File: config.mk
export PLATFORM = sky130hd
export DESIGN_NAME = cordic_seq_flat
export DESIGN_NICKNAME = d
export VERILOG_FILES = /design/src/rtl/cordic_seq_pkg.sv /design/src/rtl/cordic_seq_if.sv /design/src/rtl/cordic_seq_stage.sv /design/src/rtl/cordic_seq.sv /design/src/flat_wrapper.sv
export SDC_FILE = /design/constraint.sdc
export NUM_CORES = 1
export LEC_CHECK = 0
export ABC_AREA = 0
export BUFFER_PORTS_ARGS = -buffer_cell sky130_fd_sc_hd__buf_2
export CAP_MARGIN = 20
export CORE_ASPECT_RATIO = 1.2
export CORE_UTILIZATION = 40
export DETAILED_ROUTE_END_ITERATION = 6
export REMOVE_ABC_BUFFERS = 1
export SYNTH_ARGS = -nofsm -noshare
export SYNTH_HDL_FRONTEND = slang
export SYNTH_HIERARCHICAL = 1
export SYNTH_SLANG_ARGS = --single-unit
File: constraint.sdc
create_clock -name clk -period 5.45 [get_ports clk]
set_input_delay 0.8175 -clock clk [delete_from_list [all_inputs] [get_ports clk]]
set_output_delay 0.8175 -clock clk [all_outputs]
set_load 0.01 [all_outputs]
File: src/rtl/cordic_seq_pkg.sv
// Shared types and constants for the iterative CORDIC sequencer.
// The x start value is derived from FRAC_W so the gain pre-compensation follows the fixed-point format.
package cordic_seq_pkg;

  typedef enum logic [1:0] {IDLE, ROT, DONE} state_t;

  localparam int ANGLE_W     = 10;
  localparam int Z_W         = 11;
  localparam int K_W         = 5;
  localparam int ANGLE_LIMIT = 99;

  // round(0.607253 * 2^frac_w); 14 fractional bits gives 9949
  function automatic int x_init_round(input int frac_w);
    return $rtoi(0.607253 * (2.0 ** frac_w) + 0.5);
  endfunction

  function automatic logic out_of_range(input logic signed [ANGLE_W-1:0] angle);
    return (int'(angle) > ANGLE_LIMIT) || (int'(angle) < -ANGLE_LIMIT);
  endfunction

endpackage

File: src/rtl/cordic_seq_if.sv
// Angle-in / result-out handshake plus the side-band arctangent LUT lookup.
interface cordic_seq_if
  import cordic_seq_pkg::*;
#(
  parameter int DATA_W = 16
);
  logic                     in_valid;
  logic                     in_ready;
  logic signed [ANGLE_W-1:0] angle_in;
  logic                     abort;
  logic [K_W-1:0]           lut_k;
  logic [ANGLE_W-1:0]       lut_angle;
  logic                     out_valid;
  logic                     out_ready;
  logic signed [DATA_W-1:0] cos_out;
  logic signed [DATA_W-1:0] sin_out;
  logic signed [Z_W-1:0]    z_res;
  logic                     range_err;

  modport slave (
    input  in_valid, angle_in, abort, lut_angle, out_ready,
    output in_ready, lut_k, out_valid, cos_out, sin_out, z_res, range_err
  );

  modport master (
    output in_valid, angle_in, abort, lut_angle, out_ready,
    input  in_ready, lut_k, out_valid, cos_out, sin_out, z_res, range_err
  );
endinterface

File: src/rtl/cordic_seq_stage.sv
// One CORDIC micro-rotation: rotate (x, y) towards the residual angle z by atan(2^-k).
module cordic_seq_stage
  import cordic_seq_pkg::*;
#(
  parameter int DATA_W = 16
) (
  input  logic signed [DATA_W-1:0] x,
  input  logic signed [DATA_W-1:0] y,
  input  logic signed [Z_W-1:0]    z,
  input  logic [K_W-1:0]           k,
  input  logic [ANGLE_W-1:0]       lut_angle,
  output logic signed [DATA_W-1:0] x_next,
  output logic signed [DATA_W-1:0] y_next,
  output logic signed [Z_W-1:0]    z_next
);
  logic signed [DATA_W-1:0] x_sh;
  logic signed [DATA_W-1:0] y_sh;
  logic signed [Z_W-1:0]    step;
  logic                     z_neg;

  assign x_sh  = x >>> k;
  assign y_sh  = y >>> k;
  assign step  = signed'({1'b0, lut_angle});
  assign z_neg = z[Z_W-1];

  // d = +1 when z >= 0, otherwise -1; sums wrap at DATA_W
  assign x_next = z_neg ? (x + y_sh) : (x - y_sh);
  assign y_next = z_neg ? (y - x_sh) : (y + x_sh);
  assign z_next = z_neg ? (z + step) : (z - step);
endmodule

File: src/rtl/cordic_seq.sv
// Rotation-mode CORDIC sequencer: one micro-rotation per clock, LUT indexed by lut_k.
module cordic_seq
  import cordic_seq_pkg::*;
#(
  parameter int                       ITERATIONS = 20,
  parameter int                       DATA_W     = 16,
  parameter int                       FRAC_W     = 14,
  parameter logic signed [DATA_W-1:0] X_INIT     = DATA_W'(x_init_round(FRAC_W))
) (
  input logic          clk,
  input logic          rst,
  cordic_seq_if.slave  bus
);
  localparam logic [K_W-1:0] LAST_K = K_W'(ITERATIONS - 1);

  state_t                   state_reg, state_next;
  logic [K_W-1:0]           k_reg, k_next;
  logic signed [DATA_W-1:0] x_reg, x_next, y_reg, y_next;
  logic signed [Z_W-1:0]    z_reg, z_next;
  logic                     err_reg, err_next;

  logic signed [DATA_W-1:0] x_rot, y_rot;
  logic signed [Z_W-1:0]    z_rot;

  cordic_seq_stage #(.DATA_W(DATA_W)) u_stage (
    .x         (x_reg),
    .y         (y_reg),
    .z         (z_reg),
    .k         (k_reg),
    .lut_angle (bus.lut_angle),
    .x_next    (x_rot),
    .y_next    (y_rot),
    .z_next    (z_rot)
  );

  always_ff @(posedge clk or posedge rst) begin
    if (rst) begin
      state_reg <= IDLE;
      k_reg     <= '0;
      x_reg     <= '0;
      y_reg     <= '0;
      z_reg     <= '0;
      err_reg   <= 1'b0;
    end else begin
      state_reg <= state_next;
      k_reg     <= k_next;
      x_reg     <= x_next;
      y_reg     <= y_next;
      z_reg     <= z_next;
      err_reg   <= err_next;
    end
  end

  always_comb begin
    state_next = state_reg;
    k_next     = k_reg;
    x_next     = x_reg;
    y_next     = y_reg;
    z_next     = z_reg;
    err_next   = err_reg;
    unique case (state_reg)
      IDLE: begin
        if (bus.in_valid) begin
          x_next     = X_INIT;
          y_next     = '0;
          z_next     = {bus.angle_in[ANGLE_W-1], bus.angle_in};
          k_next     = '0;
          err_next   = out_of_range(bus.angle_in);
          state_next = ROT;
        end
      end
      ROT: begin
        if (bus.abort) begin
          k_next     = '0;
          state_next = IDLE;
        end else begin
          x_next = x_rot;
          y_next = y_rot;
          z_next = z_rot;
          if (k_reg == LAST_K) state_next = DONE;
          else                 k_next     = k_reg + 1'b1;
        end
      end
      DONE: begin
        // abort takes priority over a result handshake in the same cycle
        if (bus.abort || bus.out_ready) begin
          k_next     = '0;
          state_next = IDLE;
        end
      end
      default: state_next = IDLE;
    endcase
  end

  assign bus.in_ready  = (state_reg == IDLE);
  assign bus.out_valid = (state_reg == DONE);
  assign bus.lut_k     = k_reg;
  assign bus.cos_out   = x_reg;
  assign bus.sin_out   = y_reg;
  assign bus.z_res     = z_reg;
  assign bus.range_err = err_reg && (state_reg == DONE);
endmodule
File: src/flat_wrapper.sv
// flat-port wrapper written by rule: the top's interface ports become plain ports
module cordic_seq_flat import cordic_seq_pkg::*;
#(
  parameter int                       ITERATIONS = 20,
  parameter int                       DATA_W     = 16,
  parameter int                       FRAC_W     = 14,
  parameter logic signed [DATA_W-1:0] X_INIT     = DATA_W'(x_init_round(FRAC_W))
)
  (clk, rst, bus_in_valid, bus_angle_in, bus_abort, bus_lut_angle, bus_out_ready, bus_in_ready, bus_lut_k, bus_out_valid, bus_cos_out, bus_sin_out, bus_z_res, bus_range_err);
  cordic_seq_if #(.DATA_W(DATA_W)) bus_i ();
  input logic clk;
  input logic rst;
  input wire logic [$bits(bus_i.in_valid)-1:0] bus_in_valid;
  input wire logic [$bits(bus_i.angle_in)-1:0] bus_angle_in;
  input wire logic [$bits(bus_i.abort)-1:0] bus_abort;
  input wire logic [$bits(bus_i.lut_angle)-1:0] bus_lut_angle;
  input wire logic [$bits(bus_i.out_ready)-1:0] bus_out_ready;
  output wire logic [$bits(bus_i.in_ready)-1:0] bus_in_ready;
  output wire logic [$bits(bus_i.lut_k)-1:0] bus_lut_k;
  output wire logic [$bits(bus_i.out_valid)-1:0] bus_out_valid;
  output wire logic [$bits(bus_i.cos_out)-1:0] bus_cos_out;
  output wire logic [$bits(bus_i.sin_out)-1:0] bus_sin_out;
  output wire logic [$bits(bus_i.z_res)-1:0] bus_z_res;
  output wire logic [$bits(bus_i.range_err)-1:0] bus_range_err;
  assign bus_i.in_valid = bus_in_valid;
  assign bus_i.angle_in = bus_angle_in;
  assign bus_i.abort = bus_abort;
  assign bus_i.lut_angle = bus_lut_angle;
  assign bus_i.out_ready = bus_out_ready;
  assign bus_in_ready = bus_i.in_ready;
  assign bus_lut_k = bus_i.lut_k;
  assign bus_out_valid = bus_i.out_valid;
  assign bus_cos_out = bus_i.cos_out;
  assign bus_sin_out = bus_i.sin_out;
  assign bus_z_res = bus_i.z_res;
  assign bus_range_err = bus_i.range_err;
  cordic_seq #(.ITERATIONS(ITERATIONS), .DATA_W(DATA_W), .FRAC_W(FRAC_W), .X_INIT(X_INIT)) u_core (.clk(clk), .rst(rst), .bus(bus_i));
endmodule
Word level (Yosys, flattened, before mapping)

Cells that the tools add are included.

Register bits: 51
Bits of input ports: 25
Output and inout bits: 51

Add/sub/neg operators: 7
Magnitude comparators: 2
Eq/ne operators: 8
Shifts and indexed selects: 2
Multiplexer cells: 22
Reductions and logical operators: 10

Operators by type and width:

| operator                                                    | number |
|---|---|
| 2-to-1 mux 16 bit                                           | 6 |
| one-hot mux 16 bit (2 select lines)                         | 2 |
| 2-to-1 mux 11 bit                                           | 3 |
| adder 16 bit                                                | 2 |
| >>> shifter 16 x 5 -> 16 bit                                | 2 |
| subtractor 16 bit                                           | 2 |
| one-hot mux 11 bit (2 select lines)                         | 1 |
| 2-to-1 mux 5 bit                                            | 4 |
| one-hot mux 5 bit (3 select lines)                          | 1 |
| adder 11 bit                                                | 1 |
| subtractor 11 bit                                           | 1 |
| > comparator 10 x 8 -> 1 bit, second input constant         | 1 |
| less-than comparator 10 x 8 -> 1 bit, second input constant | 1 |
| 2-to-1 mux 2 bit                                            | 4 |
| one-hot mux 2 bit (3 select lines)                          | 1 |
| AND reduction 3 bit                                         | 2 |
| adder 5 x 1 -> 5 bit, second input constant                 | 1 |
| == test 5 bit, second input constant                        | 1 |
| != test 2 bit, second input constant                        | 2 |
| AND reduction 4 bit                                         | 1 |
| != test 3 x 2 -> 1 bit, second input constant               | 1 |
| != test 3 bit, second input constant                        | 1 |
| nonzero test 3 bit                                          | 1 |
| == test 2 x 1 -> 1 bit, second input constant               | 1 |
| 7 further kinds                                             | 8 |

Logic depth before layout (Yosys ltp)

Word-level depth: 5
Depth in mapped cells: 22
Mapped depth without buffers: 20

Cells and area by module

Netlist, hierarchy kept.

By module, submodules not included:

| module           | times used | cells an instance | area an instance (sq um) |
|---|---|---|---|
| cordic_seq_stage | 1          | 574               | 4443.0 |
| cordic_seq       | 1          | 254               | 2275.9 |

Worst setup path after synthesis

Ideal clock, no wire load.

Path type: register to register
From: register u_core.k_reg[0] (netlist: u_core/bus.lut_k[0])
To: register u_core.y_reg[15] (netlist: u_core/bus.sin_out[15])
Library setup time: 0.117 ns
Arrival: 4.277 ns
Required time: 5.333 ns
Path slack: 1.057 ns
Cell stages (with the launch flop): 19
Buffers on the path: 1
Clock period less this slack: 4.393 ns
Path through: dfrtp_1 -> buf_4 -> mux4_2 -> a32oi_1 -> o31ai_1 -> nor2_1 -> ha_1 -> a21oi_1 -> ha_1 -> nor2b_1 -> o31a_1 -> o41a_1 -> a211oi_1 -> a21oi_1 -> a31oi_1 -> o21ai_0 -> xnor2_1 -> nand3_1 -> nand2_1

Cells in the longest elaborated chain, start to end: 5
Elaborated cells on any way between the ends: 6
Classes of those cells: add/sub (2); shift (1); mux (3)

Ends and longest elaborated chain:

| what                                                     | RTL line               | RTL |
|---|---|---|
| start, declared                                          | cordic_seq.sv:17       | `logic [K_W-1:0] k_reg, k_next;` |
| start signal, assigned                                   | cordic_seq.sv:46       | `k_reg <= k_next;` |
| >>> shifter 16 x 5 -> 16 bit *                           | cordic_seq_stage.sv:21 | `assign x_sh = x >>> k;` |
| adder 16 bit / subtractor 16 bit (equally long branches) | cordic_seq_stage.sv:28 | `assign y_next = z_neg ? (y - x_sh) : (y + x_sh);` |
| 2-to-1 mux 16 bit *                                      | cordic_seq_stage.sv:28 |  |
| net u_core.y_rot[15]                                     | cordic_seq.sv:22       | `logic signed [DATA_W-1:0] x_rot, y_rot;` |
| 2-to-1 mux 16 bit *                                      | cordic_seq.sv:73       | `if (bus.abort) begin` |
| one-hot mux 16 bit (2 select lines) *                    | cordic_seq.sv:61       | `unique case (state_reg)` |
| end signal, assigned                                     | cordic_seq.sv:48       | `y_reg <= y_next;` |
| end, declared                                            | cordic_seq.sv:18       | `logic signed [DATA_W-1:0] x_reg, x_next, y_reg, y_next;` |

The timed path passes the listed nets; every way through them passes the cells marked *. The select of a mux whose other input is x is not followed.
A chain may end at the register's enable or synchronous reset.

Final worst setup path

From: register u_core.k_reg[1] (netlist: u_core/bus.lut_k[1])
To: register u_core.y_reg[15] (netlist: u_core/bus.sin_out[15])

Same word-level chain as after synthesis.

==> flow_metrics.tcl <==
set metrics [dict create \
    clockBufferDepth 2 \
    wire_per_inst_um 17.97 \
    path_buf_inv 0 \
    worstPathRequired_ns 5.70 \
    reg2reg_depth 17 \
    via_count 6439 \
    status "finished clean" \
    cts_buffers 5 \
    drc 0 \
    cts-root-buf "clkbuf_16" \
    grt_pass1_vias 6221 \
    synth-async-reset-ratio_pct 100.0 \
    min_period_over_period_pct 89.21 \
    syn_to_final_growth_pct 10.95 \
    gr-usage-all-layers_pct 23.55 \
    ys.flop_type "dfrtp_1" \
    rows 51 \
    max_stage_delay_ns 0.89 \
    hp-class "flop to flop" \
    die_w_um 120.3 \
    start_util_pct 41.13 \
    setup_viol 0 \
    cap_violations 0 \
    num_io_pins 76 \
    path_cells "mux4_2 -> nand2b_1 -> a32oi_1 -> nand2_1 -> ha_1 -> a21oi_1 -> ha_1 -> nor2b_1 -> o31a_1 -> o41a_1 -> a211oi_1 -> a21oi_1 -> a31oi_1 -> o21ai_0 -> xnor2_1 -> nand3_1 -> nand2_1" \
    crit_path_end_kind "flop" \
    clk_pin_slew_ns 0.08 \
    syn_inst 828 \
    wl_um 19820 \
    yosysWarnings 6 \
    postCtsSetupBuffers 0 \
    grt_max_degree 52 \
    crit_arrival_ns 5.11 \
    worst_clock_skew_ns 0.007565 \
    die_h_um 144.0 \
    cts_sinks 51 \
    hold_viol 0 \
    viasPerCell 5.838 \
    synth_area_per_cell_um2 8.115 \
    fmax_mhz 205.7 \
    dpl.hpwl_um 14980 \
    synth.yosys.seq_area_share_pct 18.99 \
    cts_tree "done" \
    yosysUniqueCellTypes 79 \
    power_density_nw_per_um2 706.1 \
    port_buffers 75 \
    grt_first_pass_wirelength_um 32060 \
    grt_antenna_before_repair 0 \
    setup_ws_ns 0.5879 \
    num_antenna_cells 0 \
    cp_slowest_cell "dfrtp_2" \
    path_delay_family "compound AO/OA/AOI/OAI gates" \
    insertion_delay_ns 0.32 \
    r2r_start "u_core/bus.lut_k[1]$_DFFE_PP0P_" \
    drt-initial-drc-count 500 \
    r2r-end "u_core/bus.sin_out[15]$_DFFE_PP0P_" \
    max-slew-margin-rel_pct 36.20 \
    startpoint_type "flop" \
    netlist_area_um2 6719 \
    endpoint "u_core/bus.sin_out[15]$_DFFE_PP0P_" \
    leakage_nw 3.341 \
    setup_tns_ns 0 \
    die_area_um2 17320 \
    cts_max_level 2 \
    reg2reg_slack_ns 0.59 \
    nets 965 \
    rsz0062_at_grt "false" \
    grt_overflow 0 \
    cp_max_fo 42 \
    synth_edf_count 0 \
    gp_congestion 0.9193 \
    startpoint "u_core/bus.lut_k[1]$_DFFE_PP0P_" \
    drive_gt1_share_pct 18.97 \
    ant_nets 0 \
    cts_resized 0 \
    cp.depth 17 \
    cts_hold_buf 0 \
    report.final.slew_viol_count 0 \
    crit_type "flop to flop" \
    core_area_um2 16340 \
    first_pass_iters 5 \
    ir_drop_mv 0.2664 \
    dpl_worst_slack_ns 0.6268 \
    tightest_slew_ns 0.9570 \
    ys_seq_elements 51 \
    min_period_ns 4.862 \
]
per-stage QoR:
step / util, % / area, um2 / hold WS [ns] / power, mW / cells
2_1_floorplan: - / 6440 / 0.5196 / 3.968 / 780
3_3_place_gp: 44.71 / 7303 / 0.5223 / 4.856 / 1095
3_5_place_dp: 44.71 / 7303 / 0.5141 / 4.874 / 1095
4_1_cts: 45.63 / 7455 / 0.5405 / 5.260 / 1103
5_1_grt: 45.63 / 7455 / 0.5620 / 5.823 / 1103
6_report: 45.63 / 7455 / 0.5290 / 5.264 / 1103
cells in the final DEF (no fill, tap or decap), drive strengths merged, types with 16 or more instances in the layout:
master and n:
o21ai 41, xnor2 44, buf 103, nor2 66, dfrtp 51, ha 47, nand2 121, inv 28
a21oi 60, a31oi 25, nand2b 16, xor2 27, nand3 38, mux2i 29, mux4 24
layout make-up:
cell class	count	area, um2
inverter	26	97.59
timing repair buffer	103	585.6
sequential	51	1279
clock buffer	5	125.1
clock inverter	3	26.28
fill	1708	8881
tap	212	265.3
multi-input combinational	703	5076
worst register-to-register path: stages (launching register included):
cell and delay (ns):
dfrtp_2 0.89, mux4_2 0.38, nand2b_1 0.06, a32oi_1 0.42, nand2_1 0.15, ha_1 0.32
a21oi_1 0.26, ha_1 0.28, nor2b_1 0.14, o31a_1 0.27, o41a_1 0.35, a211oi_1 0.38
a21oi_1 0.16, a31oi_1 0.28, o21ai_0 0.16, xnor2_1 0.15, nand3_1 0.08, nand2_1 0.09
worst min-delay path by stage:
stage                                          from                         endpoint  slack [ns]  depth (start not counted)
global placement    u_core/bus.z_res[9]$_DFFE_PP0P_  u_core/bus.z_res[9]$_DFFE_PP0P_        0.52                          2
CTS                 u_core/bus.z_res[9]$_DFFE_PP0P_  u_core/bus.z_res[9]$_DFFE_PP0P_        0.54                          2
global route        u_core/bus.z_res[9]$_DFFE_PP0P_  u_core/bus.z_res[9]$_DFFE_PP0P_        0.56                          2
finish              u_core/bus.z_res[9]$_DFFE_PP0P_  u_core/bus.z_res[9]$_DFFE_PP0P_        0.53                          2
floorplan                u_core/err_reg$_DFFE_PP0P_       u_core/err_reg$_DFFE_PP0P_        0.52                          1
detailed placement  u_core/bus.z_res[9]$_DFFE_PP0P_  u_core/bus.z_res[9]$_DFFE_PP0P_        0.51                          2
routing by layer:
layer,global-route usage (%),share of wire [%]
met2,40.65,48
met4,8.447,2.5
met3,3.470,4.8
met5,0,0
met1,29.82,44
kinds of logic (layout without fill, tap and decap cells):
logic type | Yosys count | count (layout) | share of synthesized area (%)
AOI/OAI and AO/OA | 212 | 212 | 20.63
muxes | 62 | 62 | 13.93
adders and majority gates | 50 | 50 | 9.646
DFF | 51 | 51 | 18.99
and+or+nand+nor | 308 | 308 | 21.83
xor gates and xnor gates | 71 | 71 | 9.367
buffers and inverters | 74 | 137 | 5.605
power by group:
part / switching (mW) / total, mW / internal (mW)
clock: 0.170 / 0.345 / 0.175
combinational: 2.18 / 4.09 / 1.90
sequential: 0.315 / 0.832 / 0.517
total: 2.67 / 5.26 / 2.60
Yosys cell counts, drive strengths merged (9+ instances only):
cell type	instances	area [um2]
a21o	10	75.07
a21oi	60	304.0
a22oi	10	80.07
a31oi	25	162.6
and3	9	56.30
buf	36	234.0
clkbuf	12	45.04
dfrtp	51	1276
ha	47	588.1
inv	26	97.59
mux2	9	101.4
mux2i	29	290.3
mux4	24	544.3
nand2	121	454.2
nand2b	16	102.6
nand3	38	190.2
nor2	66	250.2
nor3	14	81.33
o21ai	41	205.2
o21bai	9	67.56
xnor2	44	392.9
xor2	27	236.5
No activity file was read; power rests on OpenSTA's default activity.
